$ cat src/rtl/rd_hist.sv
// Rotation-invariant uniform (riu2) histogram builder with handshaked readout.
// Optional RD_HIST_TOTAL_EN adds an 11th readout word carrying the frame pixel total.
module rd_hist #(
  parameter int unsigned CNT_W = 20
) (
  input  logic             clk,
  input  logic             rst,
  input  logic             done_i,
  input  logic             progress_done_i,
  input  logic             bit1_i,
  input  logic             bit2_i,
  input  logic             bit3_i,
  input  logic             bit4_i,
  input  logic             bit5_i,
  input  logic             bit6_i,
  input  logic             bit7_i,
  input  logic             bit8_i,
  input  logic             rd_ready_i,
  output logic             hist_valid_o,
  output logic [3:0]       hist_bin_o,
  output logic [CNT_W-1:0] hist_count_o,
  output logic             hist_last_o,
  output logic             busy_o,
  output logic             overflow_o
);

`ifdef RD_HIST_TOTAL_EN
  localparam int unsigned NumWords = 11;
`else
  localparam int unsigned NumWords = 10;
`endif
  localparam logic [3:0]       LastBin = 4'(NumWords - 1);
  localparam logic [CNT_W-1:0] CntMax  = '1;

  typedef enum logic [1:0] {StAccum, StDrain, StReadout, StClear} state_e;

  state_e           state_q, state_d;
  logic             drain_cnt_q, drain_cnt_d;
  logic [3:0]       bin_q, bin_d;
  logic [7:0]       code_q;
  logic             vld_q;
  logic [CNT_W-1:0] cnt_q [10];
  logic [CNT_W-1:0] cnt_d [10];
  logic             ovf_q, ovf_d;
  logic [3:0]       pix_bin;
  logic             accept;
  logic [CNT_W-1:0] sel_cnt;
`ifdef RD_HIST_TOTAL_EN
  logic [CNT_W-1:0] tot_q, tot_d;
`endif

  // U counts circular transitions by comparing the code with itself rotated by one.
  function automatic logic [3:0] riu2_bin(input logic [7:0] c);
    logic [7:0] diff;
    logic [3:0] trans;
    logic [3:0] ones;
    diff  = c ^ {c[0], c[7:1]};
    trans = '0;
    ones  = '0;
    for (int i = 0; i < 8; i++) begin
      trans = trans + {3'b000, diff[i]};
      ones  = ones + {3'b000, c[i]};
    end
    return (trans <= 4'd2) ? ones : 4'd9;
  endfunction

  assign accept = done_i && (state_q == StAccum);

  // Stage 1: capture the code of an accepted pixel.
  always_ff @(posedge clk or negedge rst) begin
    if (!rst) begin
      code_q <= '0;
      vld_q  <= 1'b0;
    end else begin
      vld_q <= accept;
      if (accept) begin
        code_q <= {bit8_i, bit7_i, bit6_i, bit5_i, bit4_i, bit3_i, bit2_i, bit1_i};
      end
    end
  end

  // Stage 2: bin lookup and saturating counter update.
  always_comb begin
    for (int i = 0; i < 10; i++) begin
      cnt_d[i] = cnt_q[i];
    end
    ovf_d   = ovf_q;
    pix_bin = riu2_bin(code_q);
`ifdef RD_HIST_TOTAL_EN
    tot_d = tot_q;
`endif
    if (state_q == StClear) begin
      for (int i = 0; i < 10; i++) begin
        cnt_d[i] = '0;
      end
      ovf_d = 1'b0;
`ifdef RD_HIST_TOTAL_EN
      tot_d = '0;
`endif
    end else if (vld_q) begin
      for (int i = 0; i < 10; i++) begin
        if (pix_bin == 4'(i)) begin
          if (cnt_q[i] == CntMax) begin
            ovf_d = 1'b1;
          end else begin
            cnt_d[i] = cnt_q[i] + CNT_W'(1);
          end
        end
      end
`ifdef RD_HIST_TOTAL_EN
      if (tot_q == CntMax) begin
        ovf_d = 1'b1;
      end else begin
        tot_d = tot_q + CNT_W'(1);
      end
`endif
    end
  end

  always_ff @(posedge clk or negedge rst) begin
    if (!rst) begin
      for (int i = 0; i < 10; i++) begin
        cnt_q[i] <= '0;
      end
      ovf_q <= 1'b0;
`ifdef RD_HIST_TOTAL_EN
      tot_q <= '0;
`endif
    end else begin
      for (int i = 0; i < 10; i++) begin
        cnt_q[i] <= cnt_d[i];
      end
      ovf_q <= ovf_d;
`ifdef RD_HIST_TOTAL_EN
      tot_q <= tot_d;
`endif
    end
  end

  // Control FSM.
  always_comb begin
    state_d     = state_q;
    drain_cnt_d = drain_cnt_q;
    bin_d       = bin_q;
    unique case (state_q)
      StAccum: begin
        if (progress_done_i) begin
          state_d     = StDrain;
          drain_cnt_d = 1'b0;
          bin_d       = '0;
        end
      end
      StDrain: begin
        drain_cnt_d = 1'b1;
        if (drain_cnt_q) begin
          state_d = StReadout;
        end
      end
      StReadout: begin
        if (rd_ready_i) begin
          if (bin_q == LastBin) begin
            state_d = StClear;
            bin_d   = '0;
          end else begin
            bin_d = bin_q + 4'd1;
          end
        end
      end
      StClear: begin
        state_d = StAccum;
      end
      default: begin
        state_d = StAccum;
      end
    endcase
  end

  always_ff @(posedge clk or negedge rst) begin
    if (!rst) begin
      state_q     <= StAccum;
      drain_cnt_q <= 1'b0;
      bin_q       <= '0;
    end else begin
      state_q     <= state_d;
      drain_cnt_q <= drain_cnt_d;
      bin_q       <= bin_d;
    end
  end

  always_comb begin
    sel_cnt = '0;
    for (int i = 0; i < 10; i++) begin
      if (bin_q == 4'(i)) begin
        sel_cnt = cnt_q[i];
      end
    end
`ifdef RD_HIST_TOTAL_EN
    if (bin_q == 4'd10) begin
      sel_cnt = tot_q;
    end
`endif
  end

  assign hist_valid_o = (state_q == StReadout);
  assign hist_bin_o   = bin_q;
  assign hist_count_o = hist_valid_o ? sel_cnt : '0;
  assign hist_last_o  = hist_valid_o && (bin_q == LastBin);
  assign busy_o       = (state_q != StAccum);
  assign overflow_o   = ovf_q;

endmodule

$ cat config.mk
export PLATFORM = sky130hd
export DESIGN_NAME = rd_hist
export DESIGN_NICKNAME = d
export VERILOG_FILES = /design/src/rtl/rd_hist.sv
export SDC_FILE = /design/constraint.sdc
export NUM_CORES = 1
export LEC_CHECK = 0
export ABC_CLOCK_PERIOD_IN_PS = 13500
export CAP_MARGIN = 20
export CORE_ASPECT_RATIO = 2
export CORE_MARGIN = 2
export CORE_UTILIZATION = 35
export DETAILED_ROUTE_END_ITERATION = 6
export HOLD_SLACK_MARGIN = 0.05
export SYNTH_ARGS = -nofsm -noshare
export SYNTH_HDL_FRONTEND = slang
export SYNTH_SLANG_ARGS = --single-unit
$ cat constraint.sdc
create_clock -name clk -period 13.5 [get_ports clk]
set_clock_uncertainty 0.05 [all_clocks]
set_input_delay 4.05 -clock clk [delete_from_list [all_inputs] [get_ports clk]]
set_output_delay 4.05 -clock clk [all_outputs]
set_load 0.03 [all_outputs]
# Yosys cells after proc, flatten, opt, wreduce, memory -nomap -nowiden
# Cells that the tools add are included.
# word_totals
mem_bits_ro,0
latchBits,0
memories,0
out_inout_bits,28
word_cells,193
regBits,217
ram_bits,0
# op_classes
mux,73
shift,0
n_lt_le_gt_ge,1
reduce_logical,32
n_mul,0
n_bitwise,1
n_addsub,25
div_mod_pow,0
n_eq_ne,45
# ops
op,n
20-bit two-way mux,31
200-bit two-way mux,2
"20-bit by 1-bit adder with 20-bit output, second input constant",10
"20-bit equality test, second input constant",10
3-bit AND reduction,11
4-bit by 1-bit adder with 4-bit output,8
"4-bit by 3-bit equality test with 1-bit output, second input constant",8
1-bit two-way mux,29
2-bit nonzero test,14
"2-bit != test, second input constant",13
"4-bit by 2-bit equality test with 1-bit output, second input constant",4
"4-bit equality test, second input constant",4
4-bit two-way mux,4
3-bit by 1-bit adder with 4-bit output,2
"4-bit by 1-bit equality test with 1-bit output, second input constant",2
4-bit zero test,2
2-bit two-way mux,4
2-bit one-hot mux with 4 select lines,1
4-bit one-hot mux with 2 select lines,1
8-bit bitwise XOR,1
2-bit by 1-bit adder with 3-bit output,2
1-bit by 1-bit adder with 2-bit output,2
"4-bit by 1-bit adder with 4-bit output, second input constant",1
"2-bit equality test, second input constant",2
8 further kinds,9

# Logic depth before layout (Yosys ltp)
# depth
ltp_word,38
depth_mapped,17

# Least setup slack after synthesis
# OpenSTA, ideal clock, no wires.
# synth_path
path_type,register to output
startpoint,register bin_q[0] (netlist: hist_bin_o[0])
endpoint,output hist_count_o[18]
arrival_ns,2.551
path_slack_ns,6.849
stages_incl_launch_ff,10
cell_sequence,dfrtp_1 > clkbuf_1 > nor2b_1 > clkbuf_1 > and2_0 > clkbuf_1 > nor2_1 > o221ai_1 > a31o_2 > a21boi_0
# synth_between
elab_chain_len,12
elab_cells_between_ends,21
# synth_lines
element,line,rtl
"start, declared",39,"logic [3:0] bin_q, bin_d;"
"start signal, assigned",186,bin_q <= bin_d;
4-bit zero test,193,if (bin_q == 4'(i)) begin
20-bit two-way mux (9 in a row),193,
20-bit two-way mux (*),193,
20-bit two-way mux (*),206,assign hist_count_o = hist_valid_o ? sel_cnt : '0;
"end, declared",21,"output logic [CNT_W-1:0] hist_count_o,"
# Every way passes the cells marked *; elsewhere a longest branch is shown, timed or not.

# Final worst setup path
# layout_path
startpoint,register bin_q[1] (netlist: hist_bin_o[1])
endpoint,output hist_count_o[4]
# The elaborated chain is that of the path after synthesis.

==> flow_summary.toml <==
[setup_path]
arrival_ns = 4.11
worstPathRequired_ns = 9.40
crit_slowest_cell = "dfrtp_1"
critical_path_buf_inv_count = 1
critPathCaptureType = "output pin"
slowest_delay_ns = 1.06
start_kind = "register"
crit_family = "flip-flops"
path_cells = "nor2b_1 > and2_0 > a221oi_1 > o22ai_1 > o21ai_0 > a31oi_1 > clkdlybuf4s50_1"
critPathKind = "register to output pin"
worstPathMaxFanout = 34

[power_and_ir_drop]
ir_worst_vdd_v = 0.000422
p_int_mw = 1.62
p_sw_share_pct = 51.1
p_per_area_nw_per_um2 = 216
pwr-share-seq_pct = 22.7
pwr-share-clk_pct = 20.1
power_switching_mw = 1.70
p_leak_nw = 5.88
power.share.combinational_pct = 57.2

[clocking]
post-cts-setup-buffer-count = 0
worstSkewPairLatency_ns = 0.53
cts_hold_buf = 0
cts-htree-levels = 1
cts_num_sinks = 217
cts_tree = "yes"
numCtsBuffers = 22
clk_pin_slew_ns = 0.07
post_cts_resize_count = 0
cts_buffer_depth = 3
cts-root-buf = "clkbuf_16"

[global_routing]
overflow = 0
grt_pass1_wl_microns = 75300
antenna_found_initial = 0
grt_max_degree = 85
grt.total_usage_pct = 24.2
grt_pass1_vias = 12700

[timing]
hold_viol_final = 0
hold_slack_ns = 0.523
tightest_slew_ns = 1.15
finalMaxSlewViolations = 0
grt_setup_unrepaired = "no"
setup_viol = 0
post-route-min-period_ns = 8.21
worst_slack_ns = 5.29
fin_tns_setup_ns = 0
max-slew-margin-rel_pct = 23.3
post-route-period-util_pct = 60.8
clock.fmax_ghz = 0.122

[synthesis]
yosys_warnings = 0
yosysUniqueCellTypes = 76
synth_area_sq_um = 13900
synth-edff-count = 0
ys_ff_latch = 217
ys.flop_type = "dfrtp_1"
syn_inst = 1597
seq_area_frac_synth_pct = 39.2
async_flop_share_pct = 100
avgSynthCellArea_sq_um = 8.68
synth.net_count = 1639

[placement]
dp_slack_ns = 5.97
gp_congestion = 1.00
io_buffers = 40
dp_hpwl_microns = 38000

[route]
drc = 0
ant_nets = 0
drt-initial-drc-count = 996
vias = 12700
wirelength_microns = 50000
wl_per_cell_microns = 23.6
firstDrtPassIters = 5
vias_per_cell = 5.99

[run]
drv_cap = 0

[layout]
n_antenna_cell = 0
drive_above_1_share_pct = 6.21
fin_nets = 1621
final_util_pct = 39.2
syn2layout_area_growth_pct = 11.1

[die]
num_rows = 103
coreArea_sq_um = 39300
num_io_pins = 41
dieArea_sq_um = 41300
start_util_pct = 35.3
chipWidth_microns = 145
die_h_microns = 285

[min_path]
min_path_type = "register to register"

[status]
outcome = "complete, no violations"
-- final cells by class --
type | count | area [sq um]
clock inverters | 7 | 113
flip-flops and latches | 217 | 5430
fillers | 3961 | 23900
well taps | 525 | 657
inverters | 40 | 150
multi-input cells | 1248 | 7920
repair buffers | 50 | 480
clock buffers | 32 | 649
-- path summary, 6_finish.rpt --
kind / startpoint / endpoint / slack [ns] / cells past startpoint
worst max-delay path: hist_bin_o[1]$_DFFE_PN0P_ / hist_count_o[4] / 5.29 / 7
worst min-delay path: drain_cnt_q$_DFFE_PN0P_ / drain_cnt_q$_DFFE_PN0P_ / 0.52 / 2
worst max register to register: code_q[0]$_DFFE_PN0P_ / cnt_q[119]$_DFFE_PN0P_ / 7.40 / 14
max in group asynchronous: rst / hist_bin_o[0]$_DFFE_PN0P_ / 8.48 / 2
min in group asynchronous: rst / cnt_q[188]$_DFFE_PN0P_ / 3.48 / 1
worst min register to register: drain_cnt_q$_DFFE_PN0P_ / drain_cnt_q$_DFFE_PN0P_ / 0.52 / 2
-- flip-flops by register name, summed over array words and instances (netlist names) --
| name | cells |
|---|---|
| drain_cnt_q | 1 |
| code_q | 8 |
| state_q | 2 |
| overflow_o | 1 |
| hist_bin_o | 4 |
| cnt_q | 200 |
| vld_q | 1 |
-- kinds of logic after synthesis --
| kind of cell | after synthesis | share of synthesized area [%] |
|---|---|---|
| AO/OA/AOI/OAI | 260 | 12.2 |
| XOR/XNOR | 144 | 9.21 |
| adder cells (fa/ha/maj) | 29 | 3.05 |
| buffers and inverters | 132 | 3.82 |
| flip-flops | 217 | 39.2 |
| multiplexers | 36 | 2.99 |
| AND/OR/NAND/NOR | 779 | 29.6 |
-- worst min-delay path, cell delays in order, from the launching register on --
cell and delay [ns]:
dfrtp_1 0.37, nor2_1 0.05, a21oi_1 0.11
-- cell usage in the layout, fill, tap and decap left out, types with 12 or more instances in the layout --
cell type	netlist	final
clkdlybuf4s50_1	0	39
or4_1	13	13
o31ai_1	14	14
nand4_1	97	97
a22oi_1	15	15
and3_1	32	32
o221ai_1	12	12
clkbuf_16	0	23
inv_1	39	39
or3_1	32	32
nor2b_1	24	24
ha_1	21	20
and2_1	18	18
xor2_1	65	65
nor2_1	208	208
mux2_2	13	13
a21oi_1	74	74
o21ai_0	54	54
nor3_1	39	39
o22ai_1	21	21
nand2_1	126	126
nor4_1	40	39
and4_1	15	15
nand3_1	85	85
xnor2_1	77	77
mux2i_1	20	20
dfrtp_1	217	216
-- stage by stage --
stage	area, sq um	cells	total power, mW
final	15400	2119	3.32
after global routing	15400	2119	3.53
after CTS	15400	2119	3.32
after detailed placement	14600	2080	2.64
after global placement	14600	2080	2.61
after floorplan	13900	1597	2.08
-- power groups by stage --
stage | logic (mW) | clock network, mW | registers [mW]
finish | 1.90 | 0.666 | 0.754
CTS | 1.88 | 0.683 | 0.754
detailed placement | 1.87 | 0 | 0.766
global placement | 1.85 | 0 | 0.763
floorplan | 1.35 | 0 | 0.731
global route | 2.06 | 0.705 | 0.760
-- synth_stat cells, types with 5 or more instances --
cell,n,area [sq um]
or3_1,32,200
nor3_1,39,195
a221o_1,5,50.1
nor4_2,6,75.1
ha_1,21,263
nand2_1,126,473
buf_1,7,26.3
or4_1,13,97.6
o22ai_1,21,131
or2_2,8,50.1
o21ai_0,54,270
a31oi_1,10,62.6
dfrtp_1,217,5430
nor4_1,40,250
a41oi_1,5,43.8
inv_1,39,146
mux2i_1,20,200
a21oi_1,74,370
nand3_1,85,425
a221oi_1,7,61.3
nor2b_1,24,150
fa_1,8,160
a22o_1,7,61.3
o221ai_1,12,105
and4_1,15,131
nor3b_1,5,37.5
o31ai_1,14,105
o2bb2ai_1,7,61.3
nor2_1,208,781
and2_1,18,113
clkbuf_1,71,267
a22oi_1,15,113
nand4_1,97,607
xnor2_1,77,674
mux2_2,13,146
and3_1,32,200
xor2_1,65,569
nand2b_1,9,56.3
buf_2,9,45.0
-- per-layer routing --
layer | track usage, % | vias to the layer above | share of wire [%]
met4 | 20.2 | 0 | 10
met1 | 22.2 | 6266 | 32
met5 | 0 | - | 0
met3 | 3.59 | 184 | 5.1
met2 | 45.3 | 493 | 53
li1 | - | 5748 | -
Note: power is estimated with default switching activity, not from simulation.
